$ cat config.mk
export PLATFORM = sky130hd
export DESIGN_NAME = lane_assembler_flat
export DESIGN_NICKNAME = d
export VERILOG_FILES = /design/src/rtl/lane_pkg.sv /design/src/rtl/lane_assembler_if.sv /design/src/rtl/lane_buffer.sv /design/src/rtl/lane_assembler.sv /design/src/flat_wrapper.sv
export SDC_FILE = /design/constraint.sdc
export NUM_CORES = 2
export LEC_CHECK = 0
export BUFFER_PORTS_ARGS = -buffer_cell sky130_fd_sc_hd__buf_2
export CELL_PAD_IN_SITES_DETAIL_PLACEMENT = 0
export CELL_PAD_IN_SITES_GLOBAL_PLACEMENT = 1
export CORE_AREA = 2 2 657 659
export CTS_BUF_LIST = sky130_fd_sc_hd__clkbuf_8
export DETAILED_ROUTE_END_ITERATION = 6
export DIE_AREA = 0 0 659 661
export PLACE_DENSITY_LB_ADDON = 0.25
export SLEW_MARGIN = 20
export SYNTH_ARGS = -nofsm -noshare
export SYNTH_HDL_FRONTEND = slang
export SYNTH_SLANG_ARGS = --single-unit
$ cat constraint.sdc
create_clock -name clk -period 2.9 [get_ports clk]
set_input_delay 0.29 -clock clk [delete_from_list [all_inputs] [get_ports clk]]
set_output_delay 0.29 -clock clk [all_outputs]
set_load 0.005 [all_outputs]
$ cat src/rtl/lane_pkg.sv
// Shared lane-assembly constants, FSM encoding and a lane-slice helper.
// Pure declarations: no latency, no flow control.
package lane_pkg;
  localparam int NUM_LANES = 25;
  localparam int LANE_W    = 64;
  localparam int NUM_W     = 32;
  localparam int IDX_W     = 5;
  localparam int STATE_W   = NUM_LANES * LANE_W;

  typedef enum logic [1:0] {
    ST_IDLE = 2'd0,
    ST_REQ  = 2'd1,
    ST_WAIT = 2'd2,
    ST_OUT  = 2'd3
  } lane_fsm_e;

  // Lane i of a flat state lives at bits [LANE_W*i +: LANE_W].
  function automatic logic [LANE_W-1:0] lane_slice(input logic [STATE_W-1:0] flat,
                                                   input logic [IDX_W-1:0]   idx);
    return flat[LANE_W*idx +: LANE_W];
  endfunction
endpackage

$ cat src/rtl/lane_assembler_if.sv
// Reader-side request/lane bus plus the downstream state valid/ready handshake.
// Master is the assembler; slave is the reader/consumer side.
interface lane_assembler_if;
  import lane_pkg::*;

  logic                   read_data;
  logic [NUM_W-1:0]       num;
  logic                   lane_valid;
  logic [LANE_W-1:0]      lane_in;
  logic                   state_valid;
  logic                   state_ready;
  logic [STATE_W-1:0]     state_out;

  modport master (
    output read_data, num, state_valid, state_out,
    input  lane_valid, lane_in, state_ready
  );

  modport slave (
    input  read_data, num, state_valid, state_out,
    output lane_valid, lane_in, state_ready
  );
endinterface

$ cat src/rtl/lane_buffer.sv
// 25 x LANE_W register file, one lane written per cycle; flat read-out visible the cycle after a write.
// No flow control: the writer owns sequencing.
module lane_buffer
  import lane_pkg::*;
(
  input  logic               clk,
  input  logic               rst_n,
  input  logic               wr_en,
  input  logic [IDX_W-1:0]   wr_idx,
  input  logic [LANE_W-1:0]  wr_dat,
  output logic [STATE_W-1:0] rd_flat
);
  for (genvar i = 0; i < NUM_LANES; i++) begin : g_slot
    logic [LANE_W-1:0] slot;

    always_ff @(posedge clk or negedge rst_n) begin
      if (!rst_n) begin
        slot <= '0;
      end else if (wr_en && (wr_idx == IDX_W'(i))) begin
        slot <= wr_dat;
      end
    end

    assign rd_flat[LANE_W*i +: LANE_W] = slot;
  end
endmodule

$ cat src/rtl/lane_assembler.sv
// Requests lanes 0..24 from the lane reader (2 cycles/lane, state_valid after 50 edges); holds the state until state_ready.
// Stalls in WAIT without timeout; LANE_PARITY_EN adds a registered XOR-of-lanes output parity_out.
module lane_assembler
  import lane_pkg::*;
(
  input  logic             clk,
  input  logic             rst_n,
  input  logic             start,
  output logic             busy,
  lane_assembler_if.master bus
`ifdef LANE_PARITY_EN
  ,output logic [LANE_W-1:0] parity_out
`endif
);
  localparam logic [1:0] IDLE = ST_IDLE;
  localparam logic [1:0] REQ  = ST_REQ;
  localparam logic [1:0] WAIT = ST_WAIT;
  localparam logic [1:0] OUT  = ST_OUT;

  logic [1:0]       state;
  logic [IDX_W-1:0] idx;
  logic             lane_acc;

  // Lanes are only taken while waiting; anything earlier is a stale/spurious strobe.
  assign lane_acc = (state == WAIT) && bus.lane_valid;

  always_ff @(posedge clk or negedge rst_n) begin
    if (!rst_n) begin
      state <= IDLE;
      idx   <= '0;
    end else begin
      case (state)
        IDLE: if (start) begin
          idx   <= '0;
          state <= REQ;
        end
        REQ:  state <= WAIT;
        WAIT: if (bus.lane_valid) begin
          if (idx == IDX_W'(NUM_LANES - 1)) begin
            state <= OUT;
          end else begin
            idx   <= idx + 1'b1;
            state <= REQ;
          end
        end
        OUT:  if (bus.state_ready) state <= IDLE;
        default: state <= IDLE;
      endcase
    end
  end

  assign bus.read_data   = (state == REQ);
  assign bus.num         = NUM_W'(idx);
  assign bus.state_valid = (state == OUT);
  assign busy            = (state != IDLE);

  lane_buffer u_buf (
    .clk     (clk),
    .rst_n   (rst_n),
    .wr_en   (lane_acc),
    .wr_idx  (idx),
    .wr_dat  (bus.lane_in),
    .rd_flat (bus.state_out)
  );

`ifdef LANE_PARITY_EN
  always_ff @(posedge clk or negedge rst_n) begin
    if (!rst_n) begin
      parity_out <= '0;
    end else if ((state == IDLE) && start) begin
      parity_out <= '0;
    end else if (lane_acc) begin
      parity_out <= parity_out ^ bus.lane_in;
    end
  end
`endif
endmodule

$ cat src/flat_wrapper.sv
// flat-port wrapper written by rule: the top's interface ports become plain ports
module lane_assembler_flat import lane_pkg::*;
  (clk, rst_n, start, busy, bus_read_data, bus_num, bus_state_valid, bus_state_out, bus_lane_valid, bus_lane_in, bus_state_ready);
  lane_assembler_if bus_i ();
  input  logic clk;
  input  logic rst_n;
  input  logic start;
  output logic busy;
  output wire logic [$bits(bus_i.read_data)-1:0] bus_read_data;
  output wire logic [$bits(bus_i.num)-1:0] bus_num;
  output wire logic [$bits(bus_i.state_valid)-1:0] bus_state_valid;
  output wire logic [$bits(bus_i.state_out)-1:0] bus_state_out;
  input wire logic [$bits(bus_i.lane_valid)-1:0] bus_lane_valid;
  input wire logic [$bits(bus_i.lane_in)-1:0] bus_lane_in;
  input wire logic [$bits(bus_i.state_ready)-1:0] bus_state_ready;
  assign bus_read_data = bus_i.read_data;
  assign bus_num = bus_i.num;
  assign bus_state_valid = bus_i.state_valid;
  assign bus_state_out = bus_i.state_out;
  assign bus_i.lane_valid = bus_lane_valid;
  assign bus_i.lane_in = bus_lane_in;
  assign bus_i.state_ready = bus_state_ready;
  lane_assembler u_core (.clk(clk), .rst_n(rst_n), .start(start), .busy(busy), .bus(bus_i));
endmodule
After elaboration in Yosys (flattened, before gate mapping). Cells that the tools add are included.

Register bits after elaboration: 1607. Input bits: 69. Logic and storage cells: 100.

$add $sub $neg: 1. Equality and inequality tests: 31. Mux-type cells: 9. Reductions and logical operators: 32.

Operators with widths (count): == test 5 bit, second input constant (9); == test 5 x 4 -> 1 bit, second input constant (8); logical AND 1 bit (26); == test 5 x 3 -> 1 bit, second input constant (4); two-way mux 5 bit (3); == test 5 x 2 -> 1 bit, second input constant (2); one-hot mux 5 bit (2 select lines) (1); two-way mux 2 bit (4); one-hot mux 2 bit (4 select lines) (1); != test 2 bit, second input constant (3); adder 5 x 1 -> 5 bit, second input constant (1); == test 5 x 1 -> 1 bit, second input constant (1); zero test 5 bit (1); == test 2 bit, second input constant (2); AND reduction 4 bit (1); nonzero test 2 bit (2); AND reduction 3 bit (1); == test 2 x 1 -> 1 bit, second input constant (1); zero test 2 bit (1); != test 2 x 1 -> 1 bit, second input constant (1).

Depth between registers and ports, before layout.
Depth after elaboration: 4. Mapped depth: 8. Mapped depth without buffers: 5.

Hierarchy. A second synthesis with hierarchy kept.

Cell total of the unflattened synthesis: 3601. Area, all modules: 60465.5 sq um.

By module, submodules not included: lane_buffer (times used 1, cells an instance 3526, area an instance 59811.1 sq um, seq. area each 40038.4 sq um); lane_assembler (times used 1, cells an instance 75, area an instance 654.4 sq um, seq. area each 175.2 sq um).

Worst setup path before layout. No wires, ideal clock.

Path kind: register -> register. Start point: reg u_core.idx[0]. End point: reg u_core.u_buf.g_slot[15].slot[10]. Library setup time: 0.125 ns. Arrival: 2.194 ns. Data required time: 2.775 ns. Path slack: 0.581 ns. Cell stages (with the launch flop): 9. Buffers on the path: 3. Period minus slack after synthesis: 2.319 ns. Path through: dfrtp_1 -> ha_1 -> clkbuf_1 -> and3_1 -> ha_1 -> nand4b_1 -> clkbuf_1 -> buf_2 -> mux2_2.

Longest elaborated chain between the ends: 2.

RTL lines: from (decl) (RTL line lane_assembler.sv:21) `logic [IDX_W-1:0] idx;`; from (signal assigned) (RTL line lane_assembler.sv:42) `idx <= idx + 1'b1;`; == test 5 x 4 -> 1 bit (RTL line lane_buffer.sv:19) `end else if (wr_en && (wr_idx == IDX_W'(i))) begin`; logical AND 1 bit (RTL line lane_buffer.sv:19); to (signal assigned) (RTL line lane_buffer.sv:20) `slot <= wr_dat;`; to (decl) (RTL line lane_buffer.sv:14) `logic [LANE_W-1:0] slot;`.

No other way between the ends. A chain may end at the register's enable or synchronous reset.

Final worst setup path.
Start point: reg u_core.state[1]. End point: reg u_core.u_buf.g_slot[19].slot[26].

Longest elaborated chain between the ends: 3.

RTL lines: from (decl) (RTL line lane_assembler.sv:20) `logic [1:0] state;`; from (signal assigned) (RTL line lane_assembler.sv:29) `state <= IDLE;`; from (signal assigned) (RTL line lane_assembler.sv:35) `state <= REQ;`; from (signal assigned) (RTL line lane_assembler.sv:37) `REQ: state <= WAIT;`; == test 2 bit (RTL line lane_assembler.sv:25) `assign lane_acc = (state == WAIT) && bus.lane_valid;`; logical AND 1 bit (RTL line lane_assembler.sv:25); logical AND 1 bit (RTL line lane_buffer.sv:19); to (signal assigned) (RTL line lane_buffer.sv:20); to (decl) (RTL line lane_buffer.sv:14).

No other way between the ends.

==> key figures <==
Status
  • Outcome: finished, final reports clean

Global routing
  • Total congestion overflow: 0
  • Global-route wire length before repair: 400600 um
  • Antenna violations before repair: 36
  • Largest net degree at the start of global routing: 99
  • All-Layer GR Usage: between 10% and 20%
  • Number of global-route vias before repair: around 42000

Logic synthesis
  • Synth Register Bits: roughly 1600
  • Avg Cell Area, Syn: ~17 um2
  • Synth Flop Type: dfrtp_1
  • Number of flops mapped to enable cells by yosys: 0
  • Mapped Cells: about 3600
  • Mapped cell area: ~61000 um2
  • Share of synthesized flip-flops with an asynchronous set or reset: 100.0%
  • Unique masters post-synth: 35
  • Synth warn: 0
  • Sequential fraction of the synthesis area: between 60% and 70%

Worst hold path
  • Worst min-delay path class: input port to flop

Cells and area
  • Layout cells sized above 1: 66.93%
  • Fill cells: between 40000 and 50000
  • Final nets: about 5600
  • Area Overhead vs Synth: 37.14%

Placement
  • Port bufs: between 1500 and 2000
  • RePlAce Congestion: approximately 0.76
  • HPWL after DPL: approximately 210000 um

Power and ir drop
  • Clock Power Share: slightly above 30%
  • Logic gate share of total power: about 27%
  • Reg power frac: between 40% and 50%
  • Switch share: around 33%
  • Net switching power figure: 0.02452 W
  • Power, Total: between 0.07 and 0.08 W
  • Leak: about 45 nW
  • Int Pwr: 0.05064 W
  • PwrDens: 897.8 nW/um2
  • Max VDD drop: about 0.0005 V

Drt
  • Vias: just under 40000
  • Post-Route WL: 304400 um
  • Avg WL per Cell: between 20 and 30 um
  • Initial DRC count: 1746
  • Antenna-violating nets left: 0
  • Pre-Repair DR Iteration Count: 5
  • Vias per inst: 3.470
  • Drt drc: 0

Critical path
  • Crit-path slowest cell: and4b_1
  • CP endpoint kind: flop
  • Crit Path Max Fanout: 52
  • Worst EP arrival: between 3000 and 4000 ps
  • Max incr delay on CP: roughly 640 ps
  • Worst path required time: 3780 ps
  • Crit path launch type: flop
  • Crit-path cells: and4b_1 > buf_4 > nand3_4 > buf_12 > mux2_2
  • Crit Path Class: flop to flop

CTS
  • Num CTS Buffers: ~310
  • Clock latency on the worst-skew pair: ~1000 ps
  • Max clock buf depth: 4
  • Clock transition at path regs: roughly 60 ps
  • CTS sink cnt: 1607
  • Clock Root Buffer: clkbuf_8
  • CTS tree: done
  • Number of H-tree levels: 5

Timing
  • Final setup TNS: 0 ps
  • FMAX: 0.3772 GHz
  • Setup violators final: 0
  • Relative slew slack: between 20 and 30%
  • Slew @ Worst Pin: about 1100 ps
  • Final min period: 2651 ps
  • Hold Vio Cnt, Final: 0
  • Fin. max-slew vios: 0
  • Clock Skews: ~55 ps
  • RSZ-0062 raised after global routing: no
  • Period utilisation layout: 91.42%

Floorplan
  • Die Y: approximately 660 um
  • Std-Cell Core Area: 429100 um2
  • Rows: between 200 and 250
  • Die W: 659 um
  • # IOs: approximately 1700
  • Total Die Area: ~440000 um2
  • Starting Density: between 10% and 20%

Job
  • Max_cap viols: 0
## routing by layer
layer	vias up	part of all wire, %	wire, um	track usage, %
met5	-	0.016	49	0
met4	8	3.8	11530	4.775
met3	451	6.7	20250	3.600
met2	1420	51	153800	23.86
met1	21360	39	118800	15.46
li1	16550	-	-	-
## logic make-up after synthesis
family,count (synthesis),share of synthesized area (%)
AOI/OAI and AO/OA,13,0.1414
other,1,0.006143
DFF,1607,65.88
muxes,1601,29.90
adders and majority gates,5,0.1025
and+or+nand+nor,47,0.7851
buffers and inverters,327,3.185
## cell type report
cell class,instances,area [um2],share of cell area [%]
sequential,1607,40210,48.04
multi-input combinational,1693,19090,22.80
timing repair buffer,1901,11100,13.26
tap,5710,7144,8.534
clock buffer,370,5092,6.083
clock inverter,160,999.7,1.194
antenna,20,50.05,0.05979
inverter,5,22.52,0.02690
## critical path, delay by kind of cell (launching register included)
kind	cells	cell delay [ps]
buf+inv	2	490
mux	1	480
flops	1	500
simple gates	2	740
## path summary, 6_finish.rpt
| kind | slack (ps) | endpoint | depth (start not counted) | start |
|---|---|---|---|---|
| setup / recovery | 250 | u_core.u_buf.g_slot[19].slot[26]$_DFFE_PN0P_ | 5 | u_core.state[1]$_DFFE_PN0P_ |
| hold / removal | 160 | u_core.u_buf.g_slot[1].slot[54]$_DFFE_PN0P_ | 2 | bus_lane_in[54] |
| setup reg to reg | 250 | u_core.u_buf.g_slot[19].slot[26]$_DFFE_PN0P_ | 5 | u_core.state[1]$_DFFE_PN0P_ |
| hold reg to reg | 490 | u_core.u_buf.g_slot[9].slot[30]$_DFFE_PN0P_ | 1 | u_core.u_buf.g_slot[9].slot[30]$_DFFE_PN0P_ |
| max in group asynchronous | 1880 | u_core.u_buf.g_slot[2].slot[26]$_DFFE_PN0P_ | 3 | rst_n |
| min in group asynchronous | 180 | u_core.u_buf.g_slot[8].slot[28]$_DFFE_PN0P_ | 3 | rst_n |
## flip-flops by register name, summed over array words and instances, names as in the netlist
signal,count
u_core.state,2
u_core.u_buf.g_slot.slot,1600
u_core.idx,5
## per-stage QoR
stage | cell area (um2) | worst slack [ps] | hold slack [ps] | utilization, % | instances
floorplan | 61140 | 581.0 | -5.591 | - | 3627
global placement | 76850 | 204.8 | 363.0 | 17.91 | 10850
detailed placement | 76850 | 50.21 | 344.6 | 17.91 | 10850
CTS | 83630 | 4.832 | 3.196 | 19.49 | 11440
global route | 83660 | 44.66 | 51.43 | 19.50 | 11450
finish | 83710 | 248.8 | 165.0 | 19.51 | 11470
## layout by cell type, fill, tap and decap left out, types with 3 or more instances in the layout
cell type	synthesis	routed
buf_2	89	1671
dfrtp_1	1607	1607
mux2_2	1500	1500
clkbuf_8	0	370
inv_1	5	118
buf_4	37	97
dlygate4sd3_1	0	66
buf_12	1	66
mux2_4	60	60
mux2_1	40	40
conb_1	1	27
diode_2	0	20
nand3_4	10	20
clkinv_2	0	12
inv_12	0	11
nand3_1	7	7
clkinvlp_4	0	6
inv_8	0	6
o21ai_0	5	5
ha_1	5	5
inv_6	0	4
bufinv_16	0	4
nor2b_1	3	3
nand4_4	0	3
nand4b_1	3	3
o211ai_1	3	3
## synth_stat cells, types with 5 or more instances
cell      count  area (um2)
buf_4        37       277.8
buf_2        89       445.4
mux2_2     1500       16890
nand3_1       7       35.03
dfrtp_1    1607       40210
buf_6        60       675.7
o21ai_0       5       25.02
nand3_2      10       100.1
mux2_4       60       900.9
nand3_4      10       175.2
inv_1         5       18.77
clkbuf_1    134       503.0
mux2_1       40       450.4
ha_1          5       62.56
## what timing repair did
item,in CTS,in global routing
hold endpoints to repair,2407,0
gates resized for setup,1,0
setup buffers,0,2
endpoints found under the setup margin,1,40
pin swaps,0,1
hold buffers,67,0
## power groups by stage
stage / logic [W] / clock network, W / registers (W)
2_1_floorplan: 0.00713 / 0 / 0.0327
3_3_place_gp: 0.0207 / 0 / 0.0322
3_5_place_dp: 0.0208 / 0 / 0.0324
4_1_cts: 0.0209 / 0.0238 / 0.0321
5_1_grt: 0.0216 / 0.0248 / 0.0329
6_report: 0.0202 / 0.0228 / 0.0321
No activity file was read; power rests on OpenSTA's default activity.
